<file path="src/rtl/uart_pkg.sv">
// Shared UART definitions: frame FSM states, parity modes, frame-length helper.
// No logic; compile-time only. No flow control.
// Imported by the transmitter, the future receiver and benches.
package uart_pkg;

    typedef enum logic [2:0] {
        IDLE   = 3'd0,
        START  = 3'd1,
        DATA   = 3'd2,
        PARITY = 3'd3,
        STOP   = 3'd4
    } state_t;

    localparam int PAR_EVEN = 0;
    localparam int PAR_ODD  = 1;

    // Total clock cycles occupied by one frame on the line.
    function automatic int frame_cycles(input int clks, input int dbits,
                                        input int par, input int stop);
        return (1 + dbits + par + stop) * clks;
    endfunction

endpackage

</file>
<file path="src/rtl/uart_baud_tick.sv">
// Bit-period counter: counts 0..CLKS_PER_BIT-1 while enabled, tick on the last count.
// Latency: tick is combinational from the count register.
// Backpressure: none; clear/enable are obeyed every cycle.
module uart_baud_tick #(
    parameter int CLKS_PER_BIT = 10416
) (
    input  logic clk,
    input  logic rst_n,
    input  logic clear,
    input  logic enable,
    output logic tick
);

    localparam int CNT_W = $clog2(CLKS_PER_BIT);

    if (CLKS_PER_BIT < 2 || CLKS_PER_BIT > 65535) begin : g_bad_clks
        $error("uart_baud_tick: CLKS_PER_BIT must be 2..65535");
    end

    logic [CNT_W-1:0] count;

    assign tick = (count == CNT_W'(CLKS_PER_BIT - 1));

    always_ff @(posedge clk or negedge rst_n) begin
        if (!rst_n) begin
            count <= '0;
        end else if (clear || !enable || tick) begin
            count <= '0;
        end else begin
            count <= count + 1'b1;
        end
    end

endmodule

</file>
<file path="src/rtl/uart_tx_frame.sv">
// UART transmitter: start, DATA_BITS LSB first, optional parity, 1-2 stop bits.
// Latency: txd drops to the start bit in the cycle after the accepting edge.
// Backpressure: tx_ready only in IDLE or the final stop cycle; source holds tx_valid.
module uart_tx_frame
    import uart_pkg::*;
#(
    parameter int CLKS_PER_BIT = 10416,
    parameter int DATA_BITS    = 8,
    parameter int PARITY_EN    = 0,
    parameter int PARITY_ODD   = 0,
    parameter int STOP_BITS    = 1
) (
    input  logic                 clk,
    input  logic                 rst_n,
    input  logic [DATA_BITS-1:0] tx_data,
    input  logic                 tx_valid,
    output logic                 tx_ready,
    output logic                 txd,
    output logic                 busy,
    output logic                 tx_done
);

    if (CLKS_PER_BIT < 2 || CLKS_PER_BIT > 65535 ||
        DATA_BITS < 5 || DATA_BITS > 9 ||
        (PARITY_EN != 0 && PARITY_EN != 1) ||
        (PARITY_ODD != PAR_EVEN && PARITY_ODD != PAR_ODD) ||
        (STOP_BITS != 1 && STOP_BITS != 2)) begin : g_bad_param
        $error("uart_tx_frame: illegal parameter value");
    end

    state_t               state, state_nxt;
    logic [DATA_BITS-1:0] shift_q, shift_nxt;
    logic [3:0]           bit_idx, bit_idx_nxt;
    logic                 parity_q, parity_nxt;
    logic                 txd_q, txd_nxt;
    logic                 tick;
    logic                 baud_en;
    logic                 accept;
    logic                 last_stop;
    logic                 frame_end;

    assign baud_en   = (state != IDLE);
    assign last_stop = (bit_idx == 4'(STOP_BITS - 1));
    assign frame_end = (state == STOP) && tick && last_stop;
    assign tx_ready  = (state == IDLE) || frame_end;
    assign accept    = tx_valid && tx_ready;
    assign tx_done   = frame_end;
    assign busy      = (state != IDLE);
    assign txd       = txd_q;

    uart_baud_tick #(
        .CLKS_PER_BIT(CLKS_PER_BIT)
    ) u_baud (
        .clk    (clk),
        .rst_n  (rst_n),
        .clear  (accept),
        .enable (baud_en),
        .tick   (tick)
    );

    always_ff @(posedge clk or negedge rst_n) begin
        if (!rst_n) begin
            state    <= IDLE;
            shift_q  <= '1;
            bit_idx  <= '0;
            parity_q <= 1'b0;
            txd_q    <= 1'b1;
        end else begin
            state    <= state_nxt;
            shift_q  <= shift_nxt;
            bit_idx  <= bit_idx_nxt;
            parity_q <= parity_nxt;
            txd_q    <= txd_nxt;
        end
    end

    always_comb begin
        state_nxt   = state;
        shift_nxt   = shift_q;
        bit_idx_nxt = bit_idx;
        parity_nxt  = parity_q;
        txd_nxt     = 1'b1;

        case (state)
            IDLE: begin
                bit_idx_nxt = '0;
            end
            START: begin
                if (tick) begin
                    state_nxt   = DATA;
                    bit_idx_nxt = '0;
                end
            end
            DATA: begin
                if (tick) begin
                    shift_nxt = {1'b1, shift_q[DATA_BITS-1:1]};
                    if (bit_idx == 4'(DATA_BITS - 1)) begin
                        bit_idx_nxt = '0;
                        state_nxt   = (PARITY_EN != 0) ? PARITY : STOP;
                    end else begin
                        bit_idx_nxt = bit_idx + 4'd1;
                    end
                end
            end
            PARITY: begin
                if (tick) begin
                    state_nxt   = STOP;
                    bit_idx_nxt = '0;
                end
            end
            STOP: begin
                if (tick) begin
                    if (last_stop) begin
                        state_nxt   = IDLE;
                        bit_idx_nxt = '0;
                    end else begin
                        bit_idx_nxt = bit_idx + 4'd1;
                    end
                end
            end
            default: begin
                state_nxt   = IDLE;
                bit_idx_nxt = '0;
            end
        endcase

        // An accept overrides the IDLE fall-through of the final stop bit.
        if (accept) begin
            state_nxt   = START;
            shift_nxt   = tx_data;
            parity_nxt  = (^tx_data) ^ 1'(PARITY_ODD);
            bit_idx_nxt = '0;
        end

        case (state_nxt)
            START:   txd_nxt = 1'b0;
            DATA:    txd_nxt = shift_nxt[0];
            PARITY:  txd_nxt = parity_nxt;
            default: txd_nxt = 1'b1;
        endcase
    end

endmodule

</file>
<file path="config.mk">
export PLATFORM = sky130hd
export DESIGN_NAME = uart_tx_frame
export DESIGN_NICKNAME = d
export VERILOG_FILES = /design/src/rtl/uart_pkg.sv /design/src/rtl/uart_baud_tick.sv /design/src/rtl/uart_tx_frame.sv
export SDC_FILE = /design/constraint.sdc
export NUM_CORES = 1
export LEC_CHECK = 0
export ABC_CLOCK_PERIOD_IN_PS = 5300
export CORE_ASPECT_RATIO = 0.9
export CORE_MARGIN = 2
export CORE_UTILIZATION = 62
export DETAILED_ROUTE_END_ITERATION = 6
export DONT_BUFFER_PORTS = 1
export GPL_ROUTABILITY_DRIVEN = 0
export PLACE_DENSITY = 0.76
export REMOVE_ABC_BUFFERS = 1
export SLEW_MARGIN = 20
export SYNTH_ARGS = -nofsm -noshare
export SYNTH_HDL_FRONTEND = slang
export SYNTH_SLANG_ARGS = --single-unit
</file>
<file path="constraint.sdc">
create_clock -name clk -period 5.3 [get_ports clk]
set_input_delay 0 -clock clk [delete_from_list [all_inputs] [get_ports clk]]
set_output_delay 0 -clock clk [all_outputs]
set_load 0.05 [all_outputs]
</file>
==> results of run 1 <==
==> layer usage <==
metal,share of wire (%),GRT usage (%)
met1,44,27.54
met2,49,41.10
met3,5.0,7.654
met4,1.5,9.690
met5,0,0
==> registers in the layout (all words and copies together) (netlist names) <==
signal        cells
bit_idx           4
parity_q          1
shift_q           8
state             3
txd               1
u_baud.count     14
==> power by group through the flow <==
stage / Combinational (µW) / Clock [µW] / Sequential (µW)
floorplan: 75.3 / 0 / 324
global placement: 86.4 / 0 / 329
detailed placement: 88.7 / 0 / 334
CTS: 101 / 162 / 329
global route: 112 / 171 / 335
finish: 100 / 156 / 329
==> kinds of logic after synthesis <==
| family | after synthesis | share of synthesized area, % |
|---|---|---|
| flip-flops | 31 | 48.42 |
| AO/OA/AOI/OAI | 31 | 12.24 |
| AND/OR/NAND/NOR | 78 | 24.48 |
| buffers and inverters | 9 | 2.617 |
| adder cells (fa/ha/maj) | 3 | 2.310 |
| XOR/XNOR | 16 | 8.622 |
| multiplexers | 2 | 1.309 |
==> cells in the final DEF, fill, tap and decap left out, drive strengths merged <==
cell	instances
nand2b	1
nand3	8
nand2	29
or2	1
clkbuf	8
buf	2
mux2	1
dfstp	9
or3	4
mux2i	1
o31ai	1
a21boi	1
dlygate4sd3	9
or3b	1
a31o	2
a21o	1
nor4	2
nand4b	1
and4	1
nor2	14
nor3b	2
a22oi	6
and3	4
a2bb2oi	1
nand3b	2
nor2b	4
nand4	2
a21oi	5
ha	3
xor2	8
o21ai	14
nor3	2
inv	4
xnor2	8
dfrtp	22
==> through the flow <==
step	hold slack (ns)	instances	instance area [µm²]	power, µW
6_report	0.09768	212	1826	585.3
5_1_grt	0.09593	212	1826	618.0
4_1_cts	0.08591	212	1826	592.0
3_5_place_dp	-0.2950	194	1647	422.6
3_3_place_gp	-0.2949	194	1647	415.9
2_1_floorplan	-0.2956	165	1598	399.2
==> worst min-delay path by stage <==
| stage | from | endpoint | slack [ns] | cells after the start |
|---|---|---|---|---|
| 3_5_place_dp | rst_n | u_baud.count[11]$_DFF_PN0_ | -0.29 | 0 |
| 2_1_floorplan | rst_n | bit_idx[0]$_DFFE_PN0P_ | -0.30 | 0 |
| 4_1_cts | rst_n | u_baud.count[11]$_DFF_PN0_ | 0.09 | 2 |
| 6_report | rst_n | u_baud.count[12]$_DFF_PN0_ | 0.1 | 2 |
| 3_3_place_gp | rst_n | u_baud.count[11]$_DFF_PN0_ | -0.29 | 0 |
| 5_1_grt | rst_n | u_baud.count[11]$_DFF_PN0_ | 0.1 | 2 |
==> cell type report <==
class / count / area (µm²)
clock buffers: 8 / 68.82
fillers: 187 / 641.9
inverters: 4 / 15.01
multi-input cells: 130 / 802.0
flip-flops and latches: 31 / 787.0
well taps: 28 / 35.03
repair buffers: 11 / 117.6
==> Yosys cell counts (2+ instances only) <==
master	number	area, µm²
a21oi_1	5	25.02
nand3_1	8	40.04
a31o_2	2	17.52
o21ai_0	12	60.06
and3_1	4	25.02
nand2_1	29	108.9
nand4_1	2	12.51
nor2_1	14	52.55
nand3b_1	2	15.01
xor2_1	8	70.07
nor2b_1	4	25.02
nor3b_1	2	15.01
ha_1	3	37.54
or3_1	4	25.02
inv_1	4	15.01
xnor2_1	8	70.07
dfstp_2	9	236.5
a22oi_1	6	45.04
dfrtp_1	22	550.5
clkbuf_1	3	11.26
==> critical path: stages (launching register included) <==
cell,delay (ns)
dfrtp_1,0.40
ha_1,0.22
and4_1,0.24
nand4b_1,0.38
nand2b_1,0.35
a21boi_1,0.85
==> repair_timing <==
item                      in CTS  in global routing
hold endpoints to repair      40                  0
resized for setup              0                  0
hold buffers                  10                  0
==> results.md, run 1 <==
* GRT Total Usage at 23.86%
* Synth Instances at 170
* CTS tree: built
* R2R depth at 7
* Worst Path Arrival at 2.77 ns
* Share of cells above drive strength 1 at 14.67%
* Core box area at 2467 µm²
* Slew Limit Fails at 0
* CP Data Required Time at 5.30 ns
* CP startpoint kind: flip-flop
* Flops & latches, synth at 31
* Root buffer cell: clkbuf_4
* Syn. warnings at 0
* # diodes at 0
* Setup Skew at 0.005914 ns
* Worst-path clk slew at 0.09 ns
* Iteration count of the initial detailed-routing pass at 4
* Leakage at 0.0007703 µW
* Die width at 57.97 µm
* Die area at 3047 µm²
* Vias per cell at 5.835
* Crit share post-route at 52.17%
* WS Path Type: reg2out
* Slew Limit Headroom at 31.17%
* Max frequency at 361.6 MHz
* Initial DRC Count at 44
* Final setup vio count at 0
* Initial antenna violation count at 0
* Final nets at 197
* Syn Area/Cell at 9.561 µm²
* Pin count of the biggest net entering global routing at 32
* Synth unique cells at 39
* Seq/Total Area, Yosys at 48.42%
* RR Startpoint: u_baud.count[0]$_DFF_PN0_
* Worst skew pair latency at 0.33 ns
* RSZ-0062 raised after global routing: no
* Synth Flop Type: dfrtp_1
* P_sw at 166.7 µW
* Starting Density at 65.87%
* DRC Markers at 0
* ANT nets after route at 0
* Switching part of the total power at 28.49%
* Chip Height at 52.57 µm
* Post-DR wirelength/cell at 14.69 µm
* Crit path from: u_baud.count[0]$_DFF_PN0_
* Hold WC Path Type: in2async
* Worst-Margin Slew at 1.030 ns
* Asr flop ratio synth at 100.0%
* Status: finished, final reports clean
* Postcts setup bufs at 0
* Worst setup margin at 2.535 ns
* Number of global-route vias before repair at 1267
* PwrDens at 320.6 nW/µm²
* CP Max Fanout at 11
* Pint at 418.5 µW
* Flop-to-flop setup slack at 2.60 ns
* VDD IR max at 0.2397 mV
* IO Port Bufs at 0
* H-tree depth at 2
* Maximum clock path buffer count at 2
* First-pass GRT wire length at 5.319 mm
* TNS Setup at 0 ns
* HPWL after detailed placement at 2.165 mm
* Final core occ at 73.99%
* # rows at 17
* Post-Route WL at 3.114 mm
* Total grt overflow at 0
* Reg power frac at 56.2%
* Max cap viols at 0
* CP Capture Type: output pin
* Vias post-DR at 1237
* Clock power share at 26.7%
* Post-synth EDFFs at 0
* Worst r2r dst: txd$_DFF_PN1_
* Comb pwr share at 17.1%
* TritonCTS Buffers at 5
* Post-Place Worst Slack at 2.625 ns
* Clock Sink Count at 31
* Area growth from synthesis to layout at 12.32%
* Final Hold Vio Count at 0
* CP endpoint: tx_ready
* Netlist Area Pre-Place at 1625 µm²
* Io pins at 15
* Tmin final at 2.765 ns
Power figures use the tool's default switching activity.
==> inputs of run 2 (changes only) <==
--- a/config.mk
+++ b/config.mk
@@ -5,7 +5,7 @@
 export SDC_FILE = /design/constraint.sdc
 export NUM_CORES = 1
 export LEC_CHECK = 0
-export ABC_CLOCK_PERIOD_IN_PS = 5300
+export ABC_CLOCK_PERIOD_IN_PS = 2600
 export CORE_ASPECT_RATIO = 0.9
 export CORE_MARGIN = 2
 export CORE_UTILIZATION = 62
==> constraint.sdc (replaced) <==
create_clock -name clk -period 2.6 [get_ports clk]
set_input_delay 0 -clock clk [delete_from_list [all_inputs] [get_ports clk]]
set_output_delay 0 -clock clk [all_outputs]
set_load 0.05 [all_outputs]
==> results.md, run 2 (synthesized netlist as in run 1, its figures left out) <==
* Top Registers: u_baud.count: 14 flops, shift_q: 8 flops, bit_idx: 4 flops (unchanged)
* TritonCTS Buffers at 5 (unchanged)
* Worst-path clk slew at 0.10 ns (was 0.09 ns)
* Worst Path Arrival at 2.38 ns (was 2.77 ns)
* Area growth from synthesis to layout at 14.55% (was 12.32%)
* WS Path Type: reg2out (unchanged)
* Final nets at 201 (was 197)
* Worst-Margin Slew at 0.5136 ns (was 1.030 ns)
* Root buffer cell: clkbuf_4 (unchanged)
* Hold WC Path Type: in2reg (was in2async)
* Vias per cell at 5.912 (was 5.835)
* Clock Sink Count at 31 (unchanged)
* Final Hold Vio Count at 0 (unchanged)
* Io pins at 15 (unchanged)
* CP Data Required Time at 2.60 ns (was 5.30 ns)
* Number of global-route vias before repair at 1234 (was 1267)
* ANT nets after route at 0 (unchanged)
* Fin cells at 216 (was 212)
* H-tree depth at 2 (unchanged)
* Max incr delay on CP at 0.44 ns (was 0.85 ns)
* CP Max Fanout at 11 (unchanged)
* Vias post-DR at 1277 (was 1237)
* CTS tree: built (unchanged)
* Max frequency at 420.2 MHz
* Worst path cell trace: ha_1 -> and4_1 -> nand4b_1 -> nand2b_1 -> a21boi_1 -> buf_4 (was ha_1 -> and4_1 -> nand4b_1 -> nand2b_1 -> a21boi_1)
* CP Capture Type: output pin (unchanged)
* Initial antenna violation count at 0 (unchanged)
* Final core occ at 75.46% (was 73.99%)
* Die area at 3047 µm² (unchanged)
* Final setup vio count at 0 (unchanged)
* Fillers at 171 (was 187)
* Iteration count of the initial detailed-routing pass at 4 (unchanged)
* Worst skew pair latency at 0.33 ns (about the same)
* Setup Skew at 0.01552 ns (was 0.005914 ns)
* Tmin final at 2.380 ns
* Worst path slowest cell: nand4b_1 (was a21boi_1)
* # rows at 17 (unchanged)
* Max cap viols at 0 (unchanged)
* # diodes at 0 (unchanged)
* PwrDens at 672.4 nW/µm² (was 320.6 nW/µm²)
* Area of the multi-input gates at 802.0 µm² (unchanged)
* Number of flip-flops in the largest register at 14 (unchanged)
* Share of cells above drive strength 1 at 15.96% (was 14.67%)
* Placed Cells incl. Taps at 198 (was 194)
* Most frequent cells in the layout: nand2_1, dfrtp_1, nor2_1, o21ai_0 (unchanged)
* First-pass GRT wire length at 5.692 mm (was 5.319 mm)
* Starting Density at 65.87% (unchanged)
* IO Port Bufs at 0 (unchanged)
* Slew Limit Headroom at 65.58% (was 31.17%)
* Slew Limit Fails at 0 (unchanged)
* Status: finished, final reports clean (unchanged)
* Most flop-heavy register: u_baud.count (unchanged)
* Post-DR wirelength/cell at 15.07 µm (was 14.69 µm)
* GRT Total Usage at 25.76% (was 23.86%)
* CP startpoint kind: flip-flop (unchanged)
* Total grt overflow at 0 (unchanged)
* Post-Route WL at 3.255 mm (was 3.114 mm)
* Leakage at 0.0007916 µW (was 0.0007703 µW)
* HPWL after detailed placement at 2.043 mm (was 2.165 mm)
* Initial DRC Count at 65 (was 44)
* DRC Markers at 0 (unchanged)
* RSZ-0062 raised after global routing: no (unchanged)
* Core box area at 2467 µm² (unchanged)
* Crit share post-route at 91.53%
* Chip Height at 52.57 µm (unchanged)
* Commonest non-fill, non-tap cell in the layout: nand2_1 (unchanged)
* Die width at 57.97 µm (unchanged)
* VDD IR max at 0.5835 mV (was 0.2397 mV)
* Maximum clock path buffer count at 2 (unchanged)
* Pin count of the biggest net entering global routing at 32 (unchanged)
* Seq. cell area at 787.0 µm² (unchanged)
==> run 2: cell count changes in the layout (fill, tap and decap cells not counted) <==
| cell | delta |
|---|---|
| clkbuf_1 | +1 |
| buf_4 | +4 |
| clkbuf_8 | -2 |
| bufinv_16 | +1 |
==> run 2: cell type report <==
type	instances	area share [%]
clock inverters	1	1.613
well taps	28	1.882
multi-input cells	130	43.08
flip-flops and latches	31	42.27
repair buffers	15	7.930
clock buffers	7	2.419
inverters	4	0.8064
==> run 2: metal layers <==
metal,vias up,global-route usage (%),routed length (µm)
li1,620,-,-
met1,597,33.71,1471
met2,48,39.58,1513
met3,12,8.148,199
met4,0,10.85,71
met5,-,0,0
==> run 2: what timing repair did <==
| item | CTS | global route |
|---|---|---|
| buffers inserted | 0 | 0 |
| hold endpoints to repair | 40 | 0 |
| hold buffers | 10 | 0 |
| gates resized for setup | 0 | 0 |
==> run 2: worst max-delay path: cells and delay by family (launching register included) <==
family | cells | cell delay, ns
compound gates | 1 | 0.17
fa+ha+maj | 1 | 0.22
buf+inv | 1 | 0.21
flops | 1 | 0.40
simple gates | 3 | 1.05
==> run 2: final timing paths <==
kind / from / endpoint / slack [ns] / cells after the start
worst max-delay path: u_baud.count[0]$_DFF_PN0_ / tx_ready / 0.22 / 6
worst min-delay path: tx_valid / parity_q$_DFF_PN0_ / 0.08 / 3
worst max register to register: u_baud.count[0]$_DFF_PN0_ / bit_idx[3]$_DFFE_PN0P_ / 0.24 / 6
worst min register to register: shift_q[5]$_DFFE_PN1P_ / shift_q[5]$_DFFE_PN1P_ / 0.48 / 2
max in group asynchronous: rst_n / txd$_DFF_PN1_ / 2.26 / 2
min in group asynchronous: rst_n / u_baud.count[9]$_DFF_PN0_ / 0.09 / 2
==> run 2: through the flow <==
step	total power (µW)	cell area [µm²]	hold WS, ns	setup slack [ns]	setup TNS (ns)
detailed placement	860.7	1677	-0.2949	0.2841	0
finish	1252	1862	0.08479	0.2202	0
global placement	852.9	1677	-0.2949	0.4184	0
global route	1322	1862	0.08812	0.01717	0
CTS	1255	1862	0.07751	0.2020	0
floorplan	813.8	1598	-0.2956	-0.2262	-0.2262
==> run 2: power by group <==
part / total [µW] / internal (µW) / switching [µW]
Clock: 370 / 204 / 166
Combinational: 213 / 100 / 112
Sequential: 669 / 598 / 70.9
==> inputs of run 3 (changes only) <==
--- a/config.mk
+++ b/config.mk
@@ -17,4 +17,5 @@
 export SLEW_MARGIN = 20
 export SYNTH_ARGS = -nofsm -noshare
 export SYNTH_HDL_FRONTEND = slang
+export SYNTH_HIERARCHICAL = 1
 export SYNTH_SLANG_ARGS = --single-unit
==> results.md, run 3 <==
* Synth Flop Type: dfrtp_1 (unchanged)
* # rows at 18 (was 17)
* Clock Sink Count at 31 (unchanged)
* Top area cells in the synthesized netlist: dfrtp_1, dfstp_2, xor2_1 (was dfrtp_1, dfstp_2, nand2_1)
* IO Port Bufs at 0 (unchanged)
* First-pass GRT wire length at 5.727 mm (was 5.692 mm)
* Asr flop ratio synth at 100.0% (unchanged)
* Worst setup margin at 0.1478 ns (was 0.2202 ns)
* Post-synth EDFFs at 0 (unchanged)
* Worst Path Arrival at 2.66 ns (was 2.38 ns)
* Area growth from synthesis to layout at 13.41% (was 14.55%)
* RSZ-0062 raised after global routing: no (unchanged)
* Commonest non-fill, non-tap cell in the layout: dfrtp_1 (was nand2_1)
* Crit share post-route at 94.32% (was 91.53%)
* Leakage at 0.0008423 µW (was 0.0007916 µW)
* Share of cells above drive strength 1 at 25.93% (was 15.96%)
* CP startpoint kind: flip-flop (unchanged)
* Pint at 632.2 µW (was 902.5 µW)
* P_sw at 188.2 µW (was 349.4 µW)
* Seq/Total Area, Yosys at 43.71% (was 48.42%)
* Maximum clock path buffer count at 2 (unchanged)
* Placed Cells incl. Taps at 211 (was 198)
* Number of flip-flops in the largest register at 14 (unchanged)
* GRT Total Usage at 23.87% (was 25.76%)
* Most flop-heavy register: u_baud/count (was u_baud.count)
* Root buffer cell: clkbuf_4 (unchanged)
* Number of global-route vias before repair at 1300 (was 1234)
* Vias post-DR at 1327 (was 1277)
* TritonCTS Buffers at 5 (unchanged)
* Die area at 3352 µm² (was 3047 µm²)
* WS Path Type: reg2reg (was reg2out)
* Flops & latches, synth at 31 (unchanged)
* Total grt overflow at 0 (unchanged)
* Fin cells at 229 (was 216)
* Synth area leader: dfrtp_1 (unchanged)
* Worst-Margin Slew at 0.6566 ns (was 0.5136 ns)
* HPWL after detailed placement at 2.348 mm (was 2.043 mm)
* Initial antenna violation count at 0 (unchanged)
* CP Capture Type: flip-flop (was output pin)
* Max incr delay on CP at 0.51 ns (was 0.44 ns)
* Synth Instances at 170 (unchanged)
* Most frequent cells in the layout: dfrtp_1, nor2_1, xor2_1 (was nand2_1, dfrtp_1, nor2_1, o21ai_0)
* Clock power share at 32.3% (was 29.6%)
* Reg power frac at 61.1% (was 53.4%)
* Max frequency at 407.8 MHz (was 420.2 MHz)
* Starting Density at 65.53% (was 65.87%)
* Chip Height at 55.13 µm (was 52.57 µm)
* Final nets at 203 (was 201)
* Slew Limit Fails at 0 (unchanged)
* CTS tree: built (unchanged)
* Switching part of the total power at 22.94% (was 27.91%)
* Vias per cell at 5.795 (was 5.912)
* Fillers at 208 (was 171)
* Synth unique cells at 48 (was 39)
* Final Hold Vio Count at 0 (unchanged)
* Worst skew pair latency at 0.33 ns (about the same)
* Top delay family on crit path: simple AND/OR/NAND/NOR gates (unchanged)
* Core box area at 2748 µm² (was 2467 µm²)
* Iteration count of the initial detailed-routing pass at 4 (unchanged)
* Post-DR wirelength/cell at 14.99 µm (was 15.07 µm)
* Worst path slowest cell: or4b_1 (was nand4b_1)
* CP Max Fanout at 14 (was 11)
* Post-Place Worst Slack at 0.1161 ns (was 0.2841 ns)
* Share of the synthesized area in the top cell type at 30.58% (was 33.87%)
* DRC Markers at 0 (unchanged)
* H-tree depth at 2 (unchanged)
* Syn Area/Cell at 10.59 µm² (was 9.561 µm²)
* Setup Skew at 0.01373 ns (was 0.01552 ns)
* Status: finished, final reports clean (unchanged)
* CP most frequent cell: buf_4
* VDD IR max at 0.3795 mV (was 0.5835 mV)
* Commonest cells in the synthesized netlist: dfrtp_1, nor2_1, xor2_1, dfstp_2, nand2_1 (was nand2_1, dfrtp_1, nor2_1, o21ai_0, dfstp_2)
* Final core occ at 74.32% (was 75.46%)
* Slew Limit Headroom at 55.67% (was 65.58%)
* CP Data Required Time at 2.81 ns (was 2.60 ns)
* ANT nets after route at 0 (unchanged)
* Worst-path clk slew at 0.10 ns (about the same)
* Netlist Area Pre-Place at 1800 µm² (was 1625 µm²)
* Cell with the most instances after synthesis: dfrtp_1 (was nand2_1)
* Hold WC Path Type: in2async (was in2reg)
* Pin count of the biggest net entering global routing at 32 (unchanged)
* Comb pwr share at 6.6% (was 17.0%)
* Sum of buffers and inverters on the critical path at 2 (was 1)
* Top Registers: u_baud/count: 14 flops, shift_q: 8 flops, bit_idx: 4 flops (was u_baud.count: 14 flops, shift_q: 8 flops, bit_idx: 4 flops)
* PwrDens at 401.7 nW/µm² (was 672.4 nW/µm²)
* Max cap viols at 0 (unchanged)
* Syn. warnings at 6 (was 0)
* Initial DRC Count at 123 (was 65)
* Worst path cell trace: or4b_1 -> nor4_2 -> buf_4 -> nand4bb_4 -> a2111oi_4 -> or3b_1 -> buf_4 -> nor2_1 (was ha_1 -> and4_1 -> nand4b_1 -> nand2b_1 -> a21boi_1 -> buf_4)
* Tmin final at 2.452 ns (was 2.380 ns)
* Die width at 60.81 µm (was 57.97 µm)
* Final setup vio count at 0 (unchanged)
* Postcts setup bufs at 0 (unchanged)
* Post-Route WL at 3.432 mm (was 3.255 mm)
* Io pins at 15 (unchanged)
* # diodes at 0 (unchanged)
[run 3: area by class of cell]
| class | instances | area, µm² | area share (%) |
|---|---|---|---|
| clock inverters | 1 | 5.005 | 0.2451 |
| well taps | 40 | 50.05 | 2.451 |
| multi-input cells | 122 | 927.1 | 45.40 |
| inverters | 8 | 30.03 | 1.471 |
| repair buffers | 20 | 197.7 | 9.681 |
| clock buffers | 7 | 45.04 | 2.206 |
| flip-flops and latches | 31 | 787.0 | 38.54 |
[run 3: through the flow]
stage	cell area (µm²)	TNS [ns]	power, µW	hold slack [ns]
2_1_floorplan	1730	-6.921	535.9	-0.2956
3_3_place_gp	1879	0	539.4	-0.2950
3_5_place_dp	1879	0	540.4	-0.2950
4_1_cts	2039	0	829.3	0.08833
5_1_grt	2042	0	864.4	0.09351
6_report	2042	0	820.3	0.09223
[run 3: logic make-up after synthesis]
| kind of cell | share of synthesized area (%) |
|---|---|
| buffers and inverters | 5.560 |
| adders and majority gates | 2.780 |
| DFF | 43.71 |
| xor gates and xnor gates | 8.756 |
| and+or+nand+nor | 21.96 |
| AOI/OAI and AO/OA | 15.98 |
| muxes | 1.251 |
[run 3: path summary, 6_finish.rpt]
path / startpoint / to / slack [ns] / depth (start not counted)
worst min-delay path: rst_n / u_baud/count[8]$_DFF_PN0_ / 0.09 / 2
worst max register to register: u_baud/count[4]$_DFF_PN0_ / u_baud/count[7]$_DFF_PN0_ / 0.15 / 8
worst min register to register: u_baud/count[0]$_DFF_PN0_ / u_baud/count[0]$_DFF_PN0_ / 0.50 / 1
min in group clk: tx_data[1] / parity_q$_DFF_PN0_ / 0.09 / 4
worst max-delay path: u_baud/count[4]$_DFF_PN0_ / u_baud/count[7]$_DFF_PN0_ / 0.15 / 8
max in group asynchronous: rst_n / shift_q[6]$_DFFE_PN1P_ / 2.26 / 2
[run 3: metal layers]
layer	GRT usage, %	part of all wire, %
met3	6.512	3.5
met4	9.058	1.5
met2	39.43	48
met1	30.09	47
met5	0	0
[run 3: timing repair]
action                                  CTS  global route
hold endpoints to repair                 39             0
gates resized for setup                   0             1
endpoints found under the setup margin    0            18
hold buffers                             10             0
[run 3: power by group through the flow]
stage / clock, µW / sequential [µW] / combinational, µW
2_1_floorplan: 0 / 508 / 27.6
3_3_place_gp: 0 / 509 / 30.0
3_5_place_dp: 0 / 510 / 30.8
4_1_cts: 274 / 501 / 54.9
5_1_grt: 302 / 502 / 60.7
6_report: 265 / 501 / 54.5
